## config.mk

```make
export PLATFORM = sky130hd
export DESIGN_NAME = rom_arbiter
export DESIGN_NICKNAME = d
export VERILOG_FILES = /design/src/rtl/rom_arb_pkg.sv /design/src/rtl/arb_pick.sv /design/src/rtl/rom_arbiter.sv
export SDC_FILE = /design/constraint.sdc
export NUM_CORES = 1
export LEC_CHECK = 0
export BUFFER_PORTS_ARGS = -buffer_cell sky130_fd_sc_hd__buf_4
export CAP_MARGIN = 10
export CORE_AREA = 4 4 50 52
export CTS_CLUSTER_SIZE = 28
export DETAILED_ROUTE_END_ITERATION = 8
export DIE_AREA = 0 0 54 56
export GPL_ROUTABILITY_DRIVEN = 1
export PLACE_DENSITY_LB_ADDON = 0.12
export SLEW_MARGIN = 25
export SYNTH_ARGS = -nofsm -noshare
export SYNTH_HDL_FRONTEND = slang
export SYNTH_HIERARCHICAL = 1
export SYNTH_SLANG_ARGS = --single-unit
export TNS_END_PERCENT = 20
```

## constraint.sdc

```tcl
create_clock -name clk -period 5.11 [get_ports clk]
set_input_delay 0.511 -clock clk [delete_from_list [all_inputs] [get_ports clk]]
set_output_delay 0.511 -clock clk [all_outputs]
set_load 0.1 [all_outputs]
```

## src/rtl/rom_arb_pkg.sv

```systemverilog
// Shared widths and sizing helpers for the ROM arbiter.
// Used by rom_arbiter and arb_pick.
package rom_arb_pkg;

   localparam int ROM_ADDR_W = 12;
   localparam int ROM_DATA_W = 8;

   // The burst counter saturates at burst_max-1, so clog2(burst_max) bits suffice.
   function automatic int burst_cnt_width(input int burst_max);
      return (burst_max < 2) ? 1 : $clog2(burst_max);
   endfunction

   function automatic int idx_width(input int num_req);
      return (num_req < 2) ? 1 : $clog2(num_req);
   endfunction

endpackage

```

## src/rtl/arb_pick.sv

```systemverilog
// Picks the first eligible requester at or after a start index, wrapping around.
// The requesters in excl are never picked; the output is one-hot or zero.
module arb_pick
   import rom_arb_pkg::*;
#(
   parameter int N     = 2,
   parameter int IDX_W = 1
)(
   input  logic [N-1:0]     req,
   input  logic [IDX_W-1:0] start,
   input  logic [N-1:0]     excl,
   output logic [N-1:0]     win
);

   logic [N-1:0]     elig;
   logic [2*N-1:0]   dbl;
   logic [N-1:0]     rot;
   logic             found;
   logic [IDX_W-1:0] off;
   logic [IDX_W:0]   sum;

   always_comb begin
      elig  = req & ~excl;
      // Rotate so that bit 0 of rot is the requester at the start index.
      dbl   = {elig, elig} >> start;
      rot   = dbl[N-1:0];
      found = 1'b0;
      off   = '0;
      for (int k = 0; k < N; k++) begin
         if (!found && rot[k]) begin
            found = 1'b1;
            off   = IDX_W'(k);
         end
      end
      sum = {1'b0, start} + {1'b0, off};
      if (sum >= (IDX_W+1)'(N)) sum = sum - (IDX_W+1)'(N);
      win = '0;
      for (int i = 0; i < N; i++) begin
         if (found && (sum == (IDX_W+1)'(i))) win[i] = 1'b1;
      end
   end

endmodule

```

## src/rtl/rom_arbiter.sv

```systemverilog
// Shares one synchronous ROM among NUM_REQ requesters with lockable, length-limited bursts.
// Define ROM_ARB_RR_EN for round-robin arbitration; the default build uses fixed priority.
module rom_arbiter
   import rom_arb_pkg::*;
#(
   parameter int NUM_REQ   = 2,
   parameter int ADDR_W    = ROM_ADDR_W,
   parameter int DATA_W    = ROM_DATA_W,
   parameter int BURST_MAX = 8
)(
   input  logic                      clk,
   input  logic                      rst_n,
   input  logic [NUM_REQ-1:0]        req,
   input  logic [NUM_REQ-1:0]        lock,
   input  logic [NUM_REQ*ADDR_W-1:0] addr,
   output logic [NUM_REQ-1:0]        gnt,
   output logic [NUM_REQ-1:0]        rvalid,
   output logic [DATA_W-1:0]         rdata,
   output logic [ADDR_W-1:0]         rom_addr,
   input  logic [DATA_W-1:0]         rom_dout
);

   localparam int IDX_W = idx_width(NUM_REQ);
   localparam int CNT_W = burst_cnt_width(BURST_MAX);
   localparam logic [CNT_W-1:0] CNT_MAX = CNT_W'(BURST_MAX - 1);

   logic [IDX_W-1:0]   owner_q;
   logic               hold_q;
   logic [CNT_W-1:0]   burst_cnt_q;
   logic [NUM_REQ-1:0] rvalid_q;
   logic [IDX_W-1:0]   start_idx;
   logic [NUM_REQ-1:0] owner_mask;
   logic [NUM_REQ-1:0] excl_mask;
   logic [NUM_REQ-1:0] pick_win;
   logic [NUM_REQ-1:0] gnt_c;
   logic [IDX_W-1:0]   gnt_idx;
   logic               others_req;
   logic               lock_cand;
   logic               take_lock;
   logic               force_rel;

`ifdef ROM_ARB_RR_EN
   logic [IDX_W-1:0] rr_ptr_q;
   assign start_idx = rr_ptr_q;
`else
   assign start_idx = '0;
`endif

   always_comb begin
      owner_mask = '0;
      for (int i = 0; i < NUM_REQ; i++) owner_mask[i] = (owner_q == IDX_W'(i));
   end

   // hold_q means the previous owner was granted with lock asserted.
   assign others_req = |(req & ~owner_mask);
   assign lock_cand  = hold_q & (|(req & owner_mask));
   assign take_lock  = lock_cand & ((burst_cnt_q != CNT_MAX) | ~others_req);
   assign force_rel  = lock_cand & ~take_lock;
   assign excl_mask  = force_rel ? owner_mask : '0;

   arb_pick #(
      .N     (NUM_REQ),
      .IDX_W (IDX_W)
   ) u_pick (
      .req   (req),
      .start (start_idx),
      .excl  (excl_mask),
      .win   (pick_win)
   );

   assign gnt_c = take_lock ? owner_mask : pick_win;
   assign gnt   = rst_n ? gnt_c : '0;

   always_comb begin
      gnt_idx  = '0;
      rom_addr = '0;
      for (int i = 0; i < NUM_REQ; i++) begin
         if (gnt[i]) begin
            gnt_idx  = IDX_W'(i);
            rom_addr = addr[i*ADDR_W +: ADDR_W];
         end
      end
   end

   always_ff @(posedge clk or negedge rst_n) begin
      if (!rst_n) begin
         owner_q     <= '0;
         hold_q      <= 1'b0;
         burst_cnt_q <= '0;
         rvalid_q    <= '0;
      end else begin
         rvalid_q <= gnt;
         hold_q   <= |(gnt & lock);
         if (|gnt) owner_q <= gnt_idx;
         if (take_lock) begin
            if (burst_cnt_q != CNT_MAX) burst_cnt_q <= burst_cnt_q + 1'b1;
         end else begin
            burst_cnt_q <= '0;
         end
      end
   end

`ifdef ROM_ARB_RR_EN
   // Locked grants leave the pointer alone so a burst does not skew fairness.
   always_ff @(posedge clk or negedge rst_n) begin
      if (!rst_n) begin
         rr_ptr_q <= '0;
      end else if ((|gnt) && !take_lock) begin
         rr_ptr_q <= (gnt_idx == IDX_W'(NUM_REQ - 1)) ? '0 : gnt_idx + 1'b1;
      end
   end
`endif

   assign rvalid = rvalid_q;
   assign rdata  = rom_dout;

endmodule

```

==> results_dict.tcl <==
set metrics [dict create \
    drcViolationCount 0 \
    postCtsHoldBufs 0 \
    crit_top_cell "ha_1" \
    antenna_left 0 \
    grt_setup_unrepaired "no" \
    crit_type "flop to output pin" \
    arrival_ns 3.31 \
    slew_headroom 0.373 \
    status "complete, no violations" \
    startpoint "burst_cnt_q[0]" \
    gp_congestion 0.826 \
    viasPerCell 4.93 \
    dieArea_sq_mm 0.00302 \
    hp-class "input pin to asynchronous set/reset pin" \
    wl_per_cell_microns 12.2 \
    max_freq_mhz 262 \
    crit_family "compound AO/OA/AOI/OAI gates" \
    numCtsBuffers 3 \
    synth_seq_cells 7 \
    cts_resized 0 \
    fin_nets 173 \
    coreArea_sq_mm 0.00211 \
    crit_path_top_delay_cell "o221ai_2" \
    path_clk_slew_ns 0.05 \
    grt_pass1_vias 739 \
    drtPass1Iterations 4 \
    first_iter_violations 10 \
    drive_gt1_frac 0.402 \
    synthFlopType "dfrtp_1" \
    gr-total-overflow 0 \
    setup_tns_ns 0 \
    vias 789 \
    start_util 0.383 \
    hpwl_mm 1.55 \
    crit_required_ns 4.60 \
    whs_ns 0.123 \
    critPathMaxStageDelay_ns 0.76 \
    leakagePower_nw 0.634 \
    irDropWorstVdd_mv 0.195 \
    die_h_microns 56 \
    cts_buffer_depth 2 \
    multiInputGateArea_sq_um 460 \
    fin_total_pwr_mw 0.277 \
    async_flop_share 1.00 \
    antenna_found_initial 0 \
    synth.yosys.warnings 6 \
    n_antenna_cell 0 \
    cts_num_sinks 7 \
    num-fill-cells 212 \
    grt_pass1_wl_mm 3.33 \
    hold_violations 0 \
    ys_seq_area_frac 0.217 \
    syn_avg_cell_area_sq_um 8.39 \
    min_period_ns 3.82 \
    finalSetupViolations 0 \
    slew_viol_final 0 \
    cp_num_buf_inv 2 \
    startpoint_type "flop" \
    end_kind "output pin" \
    worst_pin_slew_ns 0.941 \
    crit_fanout 13 \
    die-width_microns 54 \
    clock_latency_ns 0.25 \
    maxCapViolCount 0 \
    cts.root.buffer_cell "clkbuf_4" \
    drt_wl_total_mm 1.96 \
    syn_inst 96 \
    io_buffers 45 \
    grt_max_degree 24 \
    cts_setup_buffers 0 \
    io-pin-count 62 \
    synth-edff-count 0 \
    grtUsageTotal 0.142 \
    seq_area_sq_um 175 \
    finalCritPeriodShare 0.747 \
    powerDensity_mw_per_mm2 252 \
    syn_area_sq_um 806 \
    synth_cell_types 29 \
    htreeDepth 1 \
    reg2reg_from "burst_cnt_q[0]" \
    crit_chain "ha_1 > ha_1 > nand2_1 > nor3_1 > nor2b_4 > o21a_1 > inv_1 > a32oi_1 > o221ai_2 > mux2i_1 > buf_4" \
    cts_tree "yes" \
    area_delta_synth_final_pct 36.3 \
    num_rows 17 \
    finClkSkew_ns 0.00446 \
]
## Yosys cell counts (2+ instances only)
library cell | instances | share of area
and3_1 | 2 | 0.016
a32oi_1 | 2 | 0.022
buf_4 | 9 | 0.084
inv_1 | 16 | 0.075
nand4_1 | 12 | 0.093
nand2_1 | 4 | 0.019
nor2_1 | 4 | 0.019
nor3_1 | 3 | 0.019
ha_1 | 2 | 0.031
mux2i_1 | 14 | 0.17
buf_6 | 3 | 0.042
nand2b_1 | 2 | 0.016
dfrtp_1 | 7 | 0.22
## registers in the layout, summed over array words and instances (netlist names)
name / cells
burst_cnt_q: 3
rvalid: 2
hold_q: 1
owner_q: 1
## routing by layer
layer,global-route usage,share of wire,vias up
li1,-,-,396
met1,0.197,0.42,366
met2,0.206,0.50,27
met3,0.0617,0.076,0
met4,0.0214,0,0
met5,0,0,-
## placed cells by master (no fill, tap or decap), types with 3 or more instances in the layout
cell / n
clkbuf_4: 3
dfrtp_1: 7
nor3_1: 3
nand4_1: 12
buf_4: 45
inv_1: 16
mux2i_1: 14
nand2_1: 4
nor2_1: 4
## per-stage QoR
step / instances / instance area, sq um / worst slack [ns] / util
floorplan: 97 / 810 / 0.852 / -
finish: 160 / 1100 / 1.29 / 0.522
global placement: 156 / 1070 / 1.63 / 0.509
global route: 160 / 1100 / 0.969 / 0.522
CTS: 160 / 1100 / 1.27 / 0.522
detailed placement: 156 / 1070 / 1.57 / 0.509
## path summary, 6_finish.rpt
kind	to	slack, ns	depth (start not counted)
setup / recovery	rom_addr[1]	1.29	11
hold / removal	burst_cnt_q[2]	0.12	1
setup reg to reg	hold_q	2.14	11
hold reg to reg	burst_cnt_q[1]	0.54	2
max in group asynchronous	hold_q	4.79	1
min in group clk	hold_q	0.49	2
## power breakdown
part	internal, mW	switching [mW]	total [mW]
Clock	0.0298	0.0197	0.0494
Sequential	0.0596	0.00454	0.0641
Combinational	0.0459	0.118	0.163
Total	0.135	0.142	0.277
## worst register-to-register path: cells and delay by family (launching register included)
family	cells	cell delay, ns
compound gates	4	1.20
simple gates	3	0.56
buf+inv	2	0.24
flops	1	0.36
fa+ha+maj	2	0.48
## cell families (layout without fill, tap and decap cells)
kind of cell	count (synthesis)	in the layout	synth area share
AOI/OAI and AO/OA	8	8	0.0885
xor gates and xnor gates	1	1	0.0109
adders and majority gates	2	2	0.0311
buffers and inverters	31	66	0.216
DFF	7	7	0.217
muxes	14	14	0.174
other	1	2	0.00465
and+or+nand+nor	32	32	0.258
## layout make-up
cell class                      instances  area share
Multi-Input combinational cell         59       0.419
Timing Repair Buffer                   45       0.308
Sequential cell                         7       0.159
Inverter                               17      0.0581
Tap cell                               28      0.0319
Clock buffer                            4      0.0239
Power figures use the tool's default switching activity.
